### src/rtl/dot_product_seq_if.sv
// -----------------------------------------------------------------------------
// dot_product_seq_if
//
// Purpose : bundles the operand-side and result-side valid/ready handshakes of
//           dot_product_seq into one interface.
//
// Signals :
//   in_valid  - producer presents a/b
//   in_ready  - block can accept a/b
//   a, b      - packed operand vectors, element i at [i*DW +: DW]
//   out_valid - result valid
//   out_ready - consumer takes result
//   result    - dot product, RW bits
//   busy      - block is computing or holding a result
//
// Modports:
//   master - producer/consumer side (drives operands, takes results)
//   slave  - the dot-product engine
// -----------------------------------------------------------------------------
interface dot_product_seq_if #(
  parameter int SIZE = 4,
  parameter int DW   = 8,
  parameter int RW   = 16
);
  logic                 in_valid;
  logic                 in_ready;
  logic [DW*SIZE-1:0]   a;
  logic [DW*SIZE-1:0]   b;
  logic                 out_valid;
  logic                 out_ready;
  logic [RW-1:0]        result;
  logic                 busy;

  modport master (
    output in_valid, a, b, out_ready,
    input  in_ready, out_valid, result, busy
  );

  modport slave (
    input  in_valid, a, b, out_ready,
    output in_ready, out_valid, result, busy
  );
endinterface

### src/rtl/dot_product_seq.sv
// -----------------------------------------------------------------------------
// dot_product_seq
//
// Purpose : sequential dot product of two packed unsigned vectors, one
//           multiply-accumulate per clock. Operands are captured on the input
//           handshake, the sum is held on the output handshake until taken.
//
// Ports   :
//   clk  - system clock, rising edge
//   rst  - asynchronous, active-high reset
//   bus  - dot_product_seq_if.slave
//            in_valid/in_ready/a/b       : operand handshake
//            out_valid/out_ready/result  : result handshake
//            busy                        : high while computing or holding
//
// Build option:
//   DOTP_SATURATE_EN - when defined, the accumulator clamps at 2^RW-1 instead
//                      of wrapping modulo 2^RW. Ports and timing unchanged.
//
// Timing  : accept at edge N -> out_valid high after edge N+SIZE. With
//           out_ready tied high a new vector can be taken every SIZE+2 cycles.
// -----------------------------------------------------------------------------
module dot_product_seq #(
  parameter int SIZE = 4,
  parameter int DW   = 8,
  parameter int RW   = 16
) (
  input  logic               clk,
  input  logic               rst,
  dot_product_seq_if.slave   bus
);

  // Index needs at least one bit even for SIZE=1.
  localparam int IW = (SIZE > 1) ? $clog2(SIZE) : 1;
  localparam logic [IW-1:0] LAST_IDX = IW'(SIZE - 1);

  typedef enum logic [1:0] {
    S_IDLE = 2'd0,
    S_RUN  = 2'd1,
    S_DONE = 2'd2
  } state_t;

  // ---------------------------------------------------------------------------
  // Arithmetic helpers
  // ---------------------------------------------------------------------------

  // Full-width product is zero-extended or truncated to the accumulator width.
  function automatic logic [RW-1:0] prod_to_acc(input logic [2*DW-1:0] p);
    return RW'(p);
  endfunction

  // Accumulator update: wraps modulo 2^RW, or clamps at all-ones when the
  // saturating build is selected. Products are unsigned, so once clamped the
  // accumulator can only be re-clamped and stays at the maximum.
  function automatic logic [RW-1:0] acc_add(input logic [RW-1:0] acc,
                                            input logic [RW-1:0] p);
`ifdef DOTP_SATURATE_EN
    logic [RW:0] s;
    s = {1'b0, acc} + {1'b0, p};
    return s[RW] ? {RW{1'b1}} : s[RW-1:0];
`else
    return acc + p;
`endif
  endfunction

  // ---------------------------------------------------------------------------
  // State
  // ---------------------------------------------------------------------------
  state_t               state_q,     state_d;
  logic [IW-1:0]        idx_q,       idx_d;
  logic [RW-1:0]        acc_q,       acc_d;
  logic [DW*SIZE-1:0]   a_q,         a_d;
  logic [DW*SIZE-1:0]   b_q,         b_d;
  logic [RW-1:0]        result_q,    result_d;
  logic                 in_ready_q,  in_ready_d;
  logic                 out_valid_q, out_valid_d;
  logic                 busy_q,      busy_d;

  // ---------------------------------------------------------------------------
  // Element select and multiply-accumulate
  // ---------------------------------------------------------------------------
  logic [DW-1:0]        op_a;
  logic [DW-1:0]        op_b;
  logic [2*DW-1:0]      prod;
  logic [RW-1:0]        acc_sum;

  // Explicit mux over elements keeps the select free of variable part-selects.
  always_comb begin
    op_a = '0;
    op_b = '0;
    for (int i = 0; i < SIZE; i++) begin
      if (idx_q == IW'(i)) begin
        op_a = a_q[i*DW +: DW];
        op_b = b_q[i*DW +: DW];
      end
    end
  end

  always_comb begin
    prod    = {{DW{1'b0}}, op_a} * {{DW{1'b0}}, op_b};
    acc_sum = acc_add(acc_q, prod_to_acc(prod));
  end

  // ---------------------------------------------------------------------------
  // Control: next-state and next-output logic
  // ---------------------------------------------------------------------------
  always_comb begin
    state_d     = state_q;
    idx_d       = idx_q;
    acc_d       = acc_q;
    a_d         = a_q;
    b_d         = b_q;
    result_d    = result_q;
    in_ready_d  = in_ready_q;
    out_valid_d = out_valid_q;
    busy_d      = busy_q;

    unique case (state_q)
      S_IDLE: begin
        // Operands are sampled only here; later input changes are ignored.
        if (bus.in_valid && in_ready_q) begin
          a_d        = bus.a;
          b_d        = bus.b;
          acc_d      = '0;
          idx_d      = '0;
          state_d    = S_RUN;
          in_ready_d = 1'b0;
          busy_d     = 1'b1;
        end
      end

      S_RUN: begin
        acc_d = acc_sum;
        if (idx_q == LAST_IDX) begin
          // result only ever changes on this transition.
          result_d    = acc_sum;
          state_d     = S_DONE;
          out_valid_d = 1'b1;
        end else begin
          idx_d = idx_q + IW'(1);
        end
      end

      S_DONE: begin
        // in_ready stays low here, so the next accept is at least one cycle
        // after the result is taken.
        if (bus.out_ready) begin
          state_d     = S_IDLE;
          out_valid_d = 1'b0;
          in_ready_d  = 1'b1;
          busy_d      = 1'b0;
        end
      end

      default: begin
        state_d     = S_IDLE;
        out_valid_d = 1'b0;
        in_ready_d  = 1'b1;
        busy_d      = 1'b0;
      end
    endcase
  end

  // ---------------------------------------------------------------------------
  // Registers
  // ---------------------------------------------------------------------------
  always_ff @(posedge clk or posedge rst) begin
    if (rst) begin
      state_q     <= S_IDLE;
      idx_q       <= '0;
      acc_q       <= '0;
      a_q         <= '0;
      b_q         <= '0;
      result_q    <= '0;
      in_ready_q  <= 1'b1;
      out_valid_q <= 1'b0;
      busy_q      <= 1'b0;
    end else begin
      state_q     <= state_d;
      idx_q       <= idx_d;
      acc_q       <= acc_d;
      a_q         <= a_d;
      b_q         <= b_d;
      result_q    <= result_d;
      in_ready_q  <= in_ready_d;
      out_valid_q <= out_valid_d;
      busy_q      <= busy_d;
    end
  end

  // All outputs come straight from flops.
  assign bus.in_ready  = in_ready_q;
  assign bus.out_valid = out_valid_q;
  assign bus.result    = result_q;
  assign bus.busy      = busy_q;

endmodule

### src/flat_wrapper.sv
// flat-port wrapper written by rule: the top's interface ports become plain ports
module dot_product_seq_flat 
#(
  parameter int SIZE = 4,
  parameter int DW   = 8,
  parameter int RW   = 16
)
  (clk, rst, bus_in_valid, bus_a, bus_b, bus_out_ready, bus_in_ready, bus_out_valid, bus_result, bus_busy);
  dot_product_seq_if #(.SIZE(SIZE), .DW(DW), .RW(RW)) bus_i ();
  input  logic clk;
  input  logic rst;
  input wire logic [$bits(bus_i.in_valid)-1:0] bus_in_valid;
  input wire logic [$bits(bus_i.a)-1:0] bus_a;
  input wire logic [$bits(bus_i.b)-1:0] bus_b;
  input wire logic [$bits(bus_i.out_ready)-1:0] bus_out_ready;
  output wire logic [$bits(bus_i.in_ready)-1:0] bus_in_ready;
  output wire logic [$bits(bus_i.out_valid)-1:0] bus_out_valid;
  output wire logic [$bits(bus_i.result)-1:0] bus_result;
  output wire logic [$bits(bus_i.busy)-1:0] bus_busy;
  assign bus_i.in_valid = bus_in_valid;
  assign bus_i.a = bus_a;
  assign bus_i.b = bus_b;
  assign bus_i.out_ready = bus_out_ready;
  assign bus_in_ready = bus_i.in_ready;
  assign bus_out_valid = bus_i.out_valid;
  assign bus_result = bus_i.result;
  assign bus_busy = bus_i.busy;
  dot_product_seq #(.SIZE(SIZE), .DW(DW), .RW(RW)) u_core (.clk(clk), .rst(rst), .bus(bus_i));
endmodule
### config.mk
export PLATFORM = sky130hd
export DESIGN_NAME = dot_product_seq_flat
export DESIGN_NICKNAME = d
export VERILOG_FILES = /design/src/rtl/dot_product_seq_if.sv /design/src/rtl/dot_product_seq.sv /design/src/flat_wrapper.sv
export SDC_FILE = /design/constraint.sdc
export NUM_CORES = 1
export LEC_CHECK = 0
export CAP_MARGIN = 20
export CORE_ASPECT_RATIO = 1.25
export CORE_MARGIN = 2
export CORE_UTILIZATION = 40
export DETAILED_ROUTE_END_ITERATION = 10
export PLACE_DENSITY = 0.69
export SLEW_MARGIN = 20
export SYNTH_ARGS = -nofsm -noshare
export SYNTH_HDL_FRONTEND = slang
export SYNTH_SLANG_ARGS = --single-unit
### constraint.sdc
create_clock -name clk -period 5.8 [get_ports clk]
set_clock_uncertainty 0.2 [all_clocks]
set_input_delay 1.16 -clock clk [delete_from_list [all_inputs] [get_ports clk]]
set_output_delay 1.16 -clock clk [all_outputs]
set_load 0.05 [all_outputs]
; ---- Yosys cells after proc, flatten, opt, wreduce, memory -nomap -nowiden
; Index checks and enable logic that the tools add are counted.
[totals]
register_bits = 103
latch_bits = 0
ram_bits = 0
mem_bits_ro = 0
word_cells = 59
mem_count = 0
[classes]
addsub = 2
multipliers = 1
div = 0
magnitude_cmp = 0
n_eq_ne = 9
shifts = 0
mux = 25
bitwise = 2
n_reduce_logical = 11
[ops]
columns = operator, count
row1 = two-way mux 8 bit, 8
row2 = case mux 16 bit (2 select lines), 1
row3 = adder 16 bit, 1
row4 = multiplier 8 x 8 -> 16 bit, 1
row5 = two-way mux 16 bit, 1
row6 = AND reduction 3 bit, 4
row7 = two-way mux 2 bit, 5
row8 = case mux 1 bit (3 select lines), 3
row9 = "== test 2 bit, second input constant", 3
row10 = case mux 2 bit (3 select lines), 1
row11 = AND reduction 2 bit, 3
row12 = two-way mux 1 bit, 5
row13 = "== test 2 x 1 -> 1 bit, second input constant", 2
row14 = zero test 2 bit, 2
row15 = "inequality test 2 x 1 -> 1 bit, second input constant", 2
row16 = "inequality test 2 bit, second input constant", 2
row17 = case mux 2 bit (2 select lines), 1
row18 = "adder 2 x 1 -> 2 bit, second input constant", 1
row19 = inverter 1 bit, 2
row20 = nonzero test 2 bit, 1
row21 = logical AND 1 bit, 1

; ---- Logic depth before layout (Yosys ltp)
; Gate-level depths: netlist of run 1.
[logic_depth]
ltp_word = 8
mapped_depth = 24
mapped_depth_nobuf = 22

; ---- Worst setup path before layout of run 1
; No wires, ideal clock.
[synth_path]
path_kind = reg2reg
from = register u_core.idx_q[0]
to = register u_core.acc_q[15]
setup_time_ns = 0.120
arrival_ns = 5.197
path_slack_ns = 0.283
path_stages_with_launch = 23
cell_sequence = dfrtp_1 -> inv_1 -> ha_1 -> clkbuf_2 -> buf_2 -> nand3b_1 -> a21oi_1 -> a21oi_1 -> o21ai_1 -> nand2_1 -> fa_1 -> inv_1 -> fa_1 -> fa_1 -> inv_1 -> fa_1 -> inv_1 -> ha_1 -> a21o_1 -> nor2_1 -> a211oi_1 -> or3_1 -> a31o_1
[synth_between]
elab_chain_cells = 8
elab_cells_between_ends = 15
cone_classes = add/sub: 1 / mul: 1 / eq/ne: 3 / mux: 9 / reduce/logical: 1
[synth_rtl]
columns = element, line
row1 = start: declaration, dot_product_seq.sv:70  ; logic [IW-1:0] idx_q, idx_d;
row2 = start signal: assignment, dot_product_seq.sv:180  ; idx_q <= idx_d;
row3 = zero test 2 bit, dot_product_seq.sv:92  ; if (idx_q == IW'(i)) begin
row4 = two-way mux 8 bit (4 in a row), dot_product_seq.sv:92
row5 = multiplier 8 x 8 -> 16 bit *, dot_product_seq.sv:100  ; prod = {{DW{1'b0}}, op_a} * {{DW{1'b0}}, op_b};
row6 = adder 16 bit *, dot_product_seq.sv:62  ; return acc + p;
row7 = case mux 16 bit (2 select lines) *, dot_product_seq.sv:118  ; unique case (state_q)
row8 = end signal: assignment, dot_product_seq.sv:171  ; acc_q <= '0;
row9 = end signal: assignment, dot_product_seq.sv:181  ; acc_q <= acc_d;
row10 = end: declaration, dot_product_seq.sv:71  ; logic [RW-1:0] acc_q, acc_d;
; Every way passes the cells marked *; elsewhere a longest branch is shown, timed or not.
; A chain may end at the register's enable or synchronous reset.

; ---- Worst setup path in the final report of run 1
[layout_path]
from = register u_core.idx_q[0]
to = register u_core.result_q[15], in the netlist u_core.bus.result[15]
[layout_between]
elab_chain_cells = 7
elab_cells_between_ends = 15
cone_classes = add/sub: 1 / mul: 1 / eq/ne: 3 / mux: 8 / reduce/logical: 2
[layout_rtl]
columns = element, line
row1 = zero test 2 bit, dot_product_seq.sv:92
row2 = two-way mux 8 bit (4 in a row), dot_product_seq.sv:92
row3 = multiplier 8 x 8 -> 16 bit, dot_product_seq.sv:100
row4 = adder 16 bit, dot_product_seq.sv:62
row5 = end signal: assignment, dot_product_seq.sv:184  ; result_q <= result_d;
row6 = end: declaration, dot_product_seq.sv:74  ; logic [RW-1:0] result_q, result_d;
; Several ways; a longest one is shown, not always the timed one.

==> results.py, run 1 <==
metrics = {
    "global_routing": {
        "grt_max_degree": 70,
        "met2_usage_pct": 30.7,
        "grt_pass1_vias": 5734,
        "grt_usage_pct": 18.8,
        "grt-busiest-layer": "met2",
        "met1_usage_pct": 26.0,
        "antenna_found_initial": 0,
        "use_met3_pct": 2.67,
        "grt-ovfl-total": 0,
        "grt_pass1_wl_mm": 28.4,
    },
    "worst_setup_path": {
        "rr_startpoint": "u_core.idx_q[0]",
        "path_class": "reg -> reg",
        "critical-path-slowest-cell": "fa_1",
        "start_kind": "flop",
        "r2r_end": "u_core.bus.result[15]",
        "cpPeakStageDelay_ns": 0.54,
        "r2r_cells": 20,
        "reg2reg_setup_slack_ns": 0.24,
        "crit_arrival_ns": 5.61,
        "path_cells": "inv_2 -> ha_2 -> buf_6 -> buf_12 -> a221oi_2 -> nor3_1 -> a21oi_1 -> nor2_1 -> fa_1 -> fa_1 -> fa_1 -> inv_1 -> fa_1 -> inv_1 -> ha_1 -> a21oi_4 -> nor2_1 -> a211o_1 -> or3_4 -> a31o_1",
        "cp.required_ns": 5.85,
        "crit_path_max_fanout": 6,
        "crit_top_cell": "fa_1",
        "critPathCaptureType": "flop",
    },
    "drt": {
        "antenna_left": 0,
        "drc": 0,
        "dr_total_vias": 5776,
        "vias_per_cell": 4.87,
        "wire_per_inst_um": 14.4,
        "wirelength_mm": 17.1,
        "drt_iter0_drc": 288,
        "drtPass1Iterations": 4,
    },
    "synthesis": {
        "synth_simple_gate_area_share_pct": 24.0,
        "seq_area_frac_synth_pct": 35.8,
        "synth_area_per_cell_um2": 8.46,
        "synth_compound_area_share_pct": 10.9,
        "synthAdderAreaFrac_pct": 20.6,
        "synth_xor_area_share_pct": 0.850,
        "synth_fp_nets": 1009,
        "synth_warnings": 0,
        "synth-edff-count": 0,
        "synth-main-ff-cell": "dfrtp_1",
        "synth.area.mux_share_pct": 0,
        "synth_cell_types": 48,
        "synth_seq_cells": 103,
        "synth-async-reset-ratio_pct": 100,
        "syn_area_mm2": 0.00721,
        "postSynthCellCount": 852,
        "synth_top_family_by_area": "simple AND/OR/NAND/NOR gates",
    },
    "timing": {
        "setup_viol_count_final": 0,
        "grt_setup_unrepaired": "true",
        "relSlewSlack_pct": 30.8,
        "fmax_mhz": 180,
        "setup_ws_ns": 0.238,
        "tightest_slew_ns": 1.04,
        "fin_crit_ns": 5.56,
        "fin_crit_sh_pct": 95.9,
        "slew_viol_final": 0,
        "hold_viol_final": 0,
    },
    "placement": {
        "dp_slack_ns": -0.0442,
        "io_buffers": 86,
        "dp_hpwl_mm": 13.1,
        "place.gp.congestion": 0.965,
    },
    "floorplanning": {
        "io_pins": 87,
        "rows": 54,
        "dieWidth_um": 124,
        "core_area_mm2": 0.0176,
        "die_y_um": 154,
        "fp.dieArea_mm2": 0.0191,
        "initial_core_util_pct": 41.0,
    },
    "layout": {
        "syn2layout_area_growth_pct": 24.6,
        "diodes": 0,
        "drive_gt1_share_pct": 10.4,
        "layout.nets": 1114,
    },
    "cts": {
        "clk_pin_slew_ns": 0.08,
        "cts_tree": "built",
        "htree_levels": 3,
        "clk_latency_ns": 0.35,
        "cts.sinks": 103,
        "ctsHoldBuffers": 0,
        "cts-root-buf": "clkbuf_16",
        "numCtsBuffers": 9,
        "cts.path.max_buffers": 2,
    },
    "min_path": {
        "min_path_cells": 2,
        "hp-start": "u_core.b_q[4]",
        "hold_class": "reg -> reg",
        "hold_end": "u_core.b_q[4]",
    },
    "status": {
        "status": "complete, no violations",
    },
    "run": {
        "cap_violations": 0,
    },
}
[routing by layer]
layer | routed length (µm) | vias up
met5 | 0 | -
met4 | 273 | 0
met3 | 535 | 19
met2 | 8510 | 116
met1 | 7760 | 2729
li1 | - | 2912
[critical path, delay by kind of cell, from the launching register on]
| family | cells | cell delay (ns) |
|---|---|---|
| fa+ha+maj | 6 | 2.64 |
| compound gates | 5 | 1.13 |
| buf+inv | 5 | 0.44 |
| flops | 1 | 0.42 |
| simple gates | 4 | 0.61 |
[cells in the mapped netlist, drive strengths merged (6+ instances only)]
cell,count,area [µm²]
fa,50,1000
nand2b,13,81.3
nor2,39,146
a21oi,28,178
nor2b,30,188
nor3,15,75.1
and2,6,37.5
nand2,255,957
buf,24,130
inv,99,372
nand4,11,68.8
o31ai,7,52.6
nand3,18,90.1
ha,39,488
a221oi,13,114
o21ai,30,154
a21o,15,113
clkbuf,16,61.3
dfrtp,102,2550
[final cells by class]
type	count	area, µm²
inverters	99	374
clock buffers	9	225
clock inverters	7	66.3
repair buffers	134	1260
well taps	224	280
fillers	1681	8580
multi-input cells	610	4190
flip-flops and latches	103	2580
[flip-flops by register name, indices dropped and copies added, names as in the netlist]
name and flops:
u_core.a_q 32, u_core.bus.out_valid 1, u_core.state_q 2, u_core.bus.in_ready 1, u_core.b_q 32, u_core.bus.busy 1, u_core.bus.result 16, u_core.idx_q 2
u_core.acc_q 16
[repair_timing]
item                       in CTS  in global routing
cloned                          0                  1
buffers inserted                0                  7
pin swaps                       0                  6
setup endpoints to repair       3                 16
resized for setup               1                 30
[stage by stage]
stage	instances	utilization, %	cell area, µm²	hold WS (ns)	TNS, ns
floorplan	852	-	7210	0.238	0
global placement	1162	48.3	8480	0.251	-0.0210
detailed placement	1162	48.3	8480	0.256	-0.116
CTS	1178	49.9	8770	0.274	0
global route	1186	51.1	8980	0.306	-0.155
finish	1186	51.1	8980	0.271	0
[cell usage in the layout, fill, tap and decap left out, types with 3 or more instances in the layout]
cell             synthesis  routed
nand2_1                255     255
dfrtp_1                102     101
inv_1                   99      96
clkdlybuf4s50_1          0      86
fa_1                    50      50
buf_4                    2      39
nor2_1                  39      38
ha_1                    39      35
nor2b_1                 30      29
o21ai_0                 26      26
a21oi_1                 22      20
nand3_1                 18      18
a21o_1                  15      15
nor3_1                  15      14
nand2b_1                13      13
nand4_1                 11      11
a221oi_1                13       9
clkbuf_16                0       9
o31ai_1                  7       7
and2_1                   6       6
a21oi_2                  4       6
xnor2_1                  5       5
nand3b_1                 4       4
o21a_1                   4       4
a211o_1                  4       4
or2_2                    4       4
a221oi_2                 0       4
buf_6                    2       4
a211oi_2                 0       3
ha_4                     0       3
[cells by family (layout without fill, tap and decap cells)]
group,Yosys count,count (layout)
and+or+nand+nor,400,400
DFF,103,103
xor gates and xnor gates,7,7
adders and majority gates,89,89
buffers and inverters,139,249
AOI/OAI and AO/OA,114,114
[worst max path at each step]
stage                          startpoint                    end  slack, ns  cells after the start
final                     u_core.idx_q[0]  u_core.bus.result[15]       0.24                     20
after global routing      u_core.idx_q[0]  u_core.bus.result[15]      -0.05                     21
after CTS                 u_core.idx_q[0]  u_core.bus.result[15]       0.02                     22
after detailed placement  u_core.idx_q[1]       u_core.acc_q[14]      -0.04                     21
after global placement    u_core.idx_q[1]  u_core.bus.result[15]      -0.01                     20
after floorplan           u_core.idx_q[0]       u_core.acc_q[15]       0.28                     22
Power of run 1 is left out: the tool's default activity adds up to more than one toggle a clock period on the data nets, which glitch-free logic cannot reach.
==> run 2, diff against run 1 <==
--- a/config.mk
+++ b/config.mk
@@ -11,6 +11,7 @@
 export CORE_UTILIZATION = 40
 export DETAILED_ROUTE_END_ITERATION = 10
 export PLACE_DENSITY = 0.69
+export SETUP_SLACK_MARGIN = 0.05
 export SLEW_MARGIN = 20
 export SYNTH_ARGS = -nofsm -noshare
 export SYNTH_HDL_FRONTEND = slang
==> results.py, run 2 (synthesis results as in run 1) <==
metrics = {
    "timing": {
        "setup_viol_count_final": 0,
        "grt_setup_unrepaired": "true",
        "slew_viol_final": 0,
        "tightest_slew_ns": 1.02,
        "fin_crit_sh_pct": 95.0,
        "fmax_mhz": 181,
        "final.setup.tns_ns": 0,
        "hold_viol_final": 0,
        "fin_crit_ns": 5.51,
        "relSlewSlack_pct": 31.9,
    },
    "floorplanning": {
        "core_area_mm2": 0.0176,
        "fp.dieArea_mm2": 0.0191,
        "rows": 54,
        "io_pins": 87,
        "dieWidth_um": 124,
        "die_y_um": 154,
        "initial_core_util_pct": 41.0,
    },
    "drt": {
        "drtPass1Iterations": 5,
        "vias_per_cell": 4.92,
        "wirelength_mm": 17.3,
        "drt_iter0_drc": 291,
        "wire_per_inst_um": 14.6,
        "dr_total_vias": 5832,
        "drc": 0,
        "antenna_left": 0,
    },
    "layout": {
        "design_area_mm2": 0.00902,
        "utilization_pct": 51.4,
        "layout_commonest_cell": "nand2_1",
        "drive_gt1_share_pct": 10.9,
        "mostFrequentLayoutCells": "nand2_1, dfrtp_1, inv_1",
        "layout.nets": 1113,
        "top_regs": "u_core.a_q: 32 flops, u_core.b_q: 32 flops",
        "instances_no_fill": 1185,
        "syn2layout_area_growth_pct": 25.2,
        "diodes": 0,
    },
    "placement": {
        "io_buffers": 86,
        "placed_cells": 1162,
        "dp_hpwl_mm": 13.1,
        "place.gp.congestion": 0.965,
        "placed_area_mm2": 0.00848,
    },
    "cts": {
        "cts_tree": "built",
        "htree_levels": 3,
        "clk_pin_slew_ns": 0.08,
        "ctsHoldBuffers": 0,
        "cts.path.max_buffers": 2,
        "cts-root-buf": "clkbuf_16",
        "cts.sinks": 103,
        "numCtsBuffers": 9,
        "clk_latency_ns": 0.36,
    },
    "min_path": {
        "min_path_cells": 2,
        "hold_end": "u_core.b_q[4]",
        "hold_class": "reg -> reg",
        "hp-start": "u_core.b_q[4]",
    },
    "global_routing": {
        "grt-ovfl-total": 0,
        "grt_pass1_vias": 5737,
        "antenna_found_initial": 0,
        "grt_usage_pct": 18.8,
        "grt_max_degree": 70,
        "grt_pass1_wl_mm": 28.4,
    },
    "worst_setup_path": {
        "rr_startpoint": "u_core.idx_q[0]",
        "start_kind": "flop",
        "r2r_cells": 20,
        "critPathCaptureType": "flop",
        "crit_path_max_fanout": 19,
        "reg2reg_setup_slack_ns": 0.29,
        "r2r_end": "u_core.bus.result[15]",
        "crit_arrival_ns": 5.57,
        "cp.required_ns": 5.86,
        "path_class": "reg -> reg",
    },
    "status": {
        "status": "complete, no violations",
    },
    "run": {
        "cap_violations": 0,
    },
}
## run 2: changes by cell type in the layout (fill, tap and decap cells not counted), sizes merged
cell / previous run / this run
buf: 47 / 46
## run 2: per-stage QoR
step / setup WS, ns / hold slack [ns]
6_report: 0.289 / 0.269
5_1_grt: -0.0172 / 0.306
4_1_cts: 0.0684 / 0.274
3_5_place_dp: -0.0442 / 0.256
3_3_place_gp: -0.0121 / 0.251
2_1_floorplan: 0.283 / 0.238
## run 2: final cells by class
type / instances / area [µm²]
clock inverter: 7 / 66.3
tap: 224 / 280
multi-input combinational: 610 / 4240
timing repair buffer: 133 / 1250
inverter: 99 / 377
sequential: 103 / 2580
clock buffer: 9 / 225
fill: 1668 / 8540
## run 2: repair_timing
action                                  4_1_cts  5_1_grt
resized for setup                             3       38
buffers inserted                              1        5
pin swaps                                     0        6
cloned                                        0        1
endpoints found under the setup margin        6       16
## run 2: critical path, cell delays in order, from the launching register on
cell and delay [ns]:
dfrtp_2 0.46, ha_4 0.21, buf_8 0.16, nor2b_1 0.14, a221oi_2 0.08, nor3_1 0.23, a21o_1 0.24, nand2_1 0.11
fa_1 0.54, inv_1 0.05, fa_1 0.52, inv_1 0.05, fa_1 0.46, fa_1 0.54, inv_1 0.04, ha_1 0.24
a21oi_4 0.18, o21bai_1 0.08, a211o_1 0.31, or3_4 0.33, a31o_1 0.22
## run 2: worst max path at each step
stage / start / endpoint / slack, ns / cells after the start
global placement: u_core.idx_q[1] / u_core.bus.result[15] / -0.01 / 20
finish: u_core.idx_q[0] / u_core.bus.result[15] / 0.29 / 20
CTS: u_core.idx_q[0] / u_core.bus.result[15] / 0.07 / 22
global route: u_core.idx_q[0] / u_core.bus.result[15] / -0.02 / 22
detailed placement: u_core.idx_q[1] / u_core.acc_q[14] / -0.04 / 21
floorplan: u_core.idx_q[0] / u_core.acc_q[15] / 0.28 / 22
## run 2: metal layers
layer  GRT usage, %  share of wire (%)  vias up
li1               -                  -     2916
met1           26.0                 45     2761
met2           30.9                 50      131
met3           2.67                3.4       24
met4           4.98                1.7        0
met5              0                  0        -
Power of run 2 is left out for the same reason.
==> run 3, diff against run 2 <==
--- a/config.mk
+++ b/config.mk
@@ -8,9 +8,10 @@
 export CAP_MARGIN = 20
 export CORE_ASPECT_RATIO = 1.25
 export CORE_MARGIN = 2
-export CORE_UTILIZATION = 40
+export CORE_UTILIZATION = 35
 export DETAILED_ROUTE_END_ITERATION = 10
-export PLACE_DENSITY = 0.69
+export GPL_ROUTABILITY_DRIVEN = 1
+export PLACE_DENSITY = 0.62
 export SETUP_SLACK_MARGIN = 0.05
 export SLEW_MARGIN = 20
 export SYNTH_ARGS = -nofsm -noshare
==> results.py, run 3 (synthesis results as in run 1) <==
metrics = {
    "timing": {
        "fin_crit_sh_pct": 96.0,
        "hold_viol_final": 0,
        "setup_viol_count_final": 0,
        "tightest_slew_ns": 1.10,
        "grt_setup_unrepaired": "true",
        "fin_crit_ns": 5.57,
        "relSlewSlack_pct": 26.9,
        "final.setup.tns_ns": 0,
        "fmax_mhz": 180,
        "slew_viol_final": 0,
    },
    "floorplanning": {
        "rows": 58,
        "core_area_mm2": 0.0202,
        "io_pins": 87,
        "initial_core_util_pct": 35.7,
        "fp.dieArea_mm2": 0.0218,
        "dieWidth_um": 132,
        "die_y_um": 164,
    },
    "layout": {
        "layout.nets": 1113,
        "layout_commonest_cell": "nand2_1",
        "utilization_pct": 45.1,
        "seqCellArea_mm2": 0.00258,
        "top_regs": "u_core.a_q: 32 flops, u_core.b_q: 32 flops",
        "diodes": 0,
        "mostFrequentLayoutCells": "nand2_1, dfrtp_1, inv_1",
        "design_area_mm2": 0.00910,
        "multiInputGateArea_mm2": 0.00423,
        "syn2layout_area_growth_pct": 26.2,
        "drive_gt1_share_pct": 10.8,
        "nFillCells": 2030,
    },
    "min_path": {
        "min_path_cells": 2,
        "hold_class": "reg -> reg",
    },
    "drt": {
        "drtPass1Iterations": 5,
        "wirelength_mm": 17.3,
        "antenna_left": 0,
        "drc": 0,
        "vias_per_cell": 4.69,
        "drt_iter0_drc": 328,
        "wl_met1_mm": 7.75,
        "met3WireLength_um": 594,
        "dr.max_layer_used": "met4",
        "wire_per_inst_um": 14.1,
        "wl_met2_mm": 8.41,
        "dr_total_vias": 5778,
    },
    "cts": {
        "clk_pin_slew_ns": 0.08,
        "numCtsBuffers": 9,
        "cts.path.max_buffers": 2,
        "htree_levels": 3,
        "cts.sinks": 103,
        "ctsHoldBuffers": 0,
        "cts_tree": "built",
        "clk_latency_ns": 0.36,
        "cts-root-buf": "clkbuf_16",
    },
    "worst_setup_path": {
        "critPathCaptureType": "flop",
        "start_kind": "flop",
        "r2r_cells": 20,
        "crit_arrival_ns": 5.62,
        "path_class": "reg -> reg",
        "crit_path_max_fanout": 32,
        "cp.required_ns": 5.86,
    },
    "global_routing": {
        "grt_usage_pct": 16.7,
        "grt-ovfl-total": 0,
        "grt_pass1_vias": 5981,
        "antenna_found_initial": 0,
        "grt_pass1_wl_mm": 29.1,
        "grt_max_degree": 78,
    },
    "placement": {
        "placed_area_mm2": 0.00846,
        "place.gp.congestion": 0.928,
        "io_buffers": 86,
        "dp_hpwl_mm": 13.0,
    },
    "run": {
        "cap_violations": 0,
    },
    "status": {
        "status": "complete, no violations",
    },
}
==> run 3: changes by cell type in the layout (fill, tap and decap cells not counted), sizes merged <==
cell / delta
clkbuf: -1
bufinv: +2
clkinv: -2
buf: +1
==> run 3: worst paths after layout <==
| kind | start | end | slack, ns |
|---|---|---|---|
| worst max-delay path | u_core.idx_q[0] | u_core.acc_q[15] | 0.23 |
| worst min-delay path | u_core.a_q[2] | u_core.a_q[2] | 0.27 |
| worst max register to register | u_core.idx_q[0] | u_core.acc_q[15] | 0.23 |
| worst min register to register | u_core.a_q[2] | u_core.a_q[2] | 0.27 |
| max in group asynchronous | rst | u_core.bus.result[11] | 3.35 |
| min in group asynchronous | rst | u_core.a_q[26] | 1.12 |
==> run 3: through the flow <==
stage | hold slack (ns) | setup WS (ns) | std cells
floorplan | 0.238 | 0.283 | 852
finish | 0.268 | 0.233 | 1231
global placement | 0.255 | 0.116 | 1198
detailed placement | 0.257 | 0.0317 | 1198
CTS | 0.275 | 0.0654 | 1214
global route | 0.307 | -0.0407 | 1231
==> run 3: timing repair <==
action / in CTS / in global routing
gates resized for setup: 2 / 33
gates cloned: 0 / 0
setup endpoints to repair: 3 / 16
buffers inserted: 0 / 17
pin swaps: 0 / 5
==> run 3: cell type report <==
| cell class | instances | share of cell area, % |
|---|---|---|
| Multi-Input combinational cell | 610 | 46.5 |
| Timing Repair Buffer | 133 | 13.6 |
| Sequential cell | 103 | 28.3 |
| Tap cell | 270 | 3.71 |
| Clock buffer | 9 | 2.48 |
| Inverter | 99 | 4.11 |
| Clock inverter | 7 | 1.27 |
==> run 3: worst max-delay path, stage by stage (launching register included) <==
cell	delay, ns
dfrtp_1	0.45
inv_2	0.09
ha_1	0.23
buf_12	0.17
nor2b_1	0.15
nor3_2	0.25
a21o_1	0.25
nand2_1	0.13
fa_1	0.51
fa_1	0.49
inv_1	0.05
fa_1	0.47
inv_1	0.05
fa_1	0.53
inv_1	0.04
ha_1	0.30
a21o_1	0.19
nor2_2	0.16
a211oi_1	0.12
or3_1	0.39
a31o_1	0.23
==> run 3: per-layer routing <==
| layer | vias to the layer above | GRT usage (%) |
|---|---|---|
| met3 | 29 | 2.55 |
| li1 | 2914 | - |
| met5 | - | 0 |
| met2 | 118 | 28.3 |
| met4 | 0 | 7.87 |
| met1 | 2717 | 21.1 |
Power of run 3 is left out for the same reason.
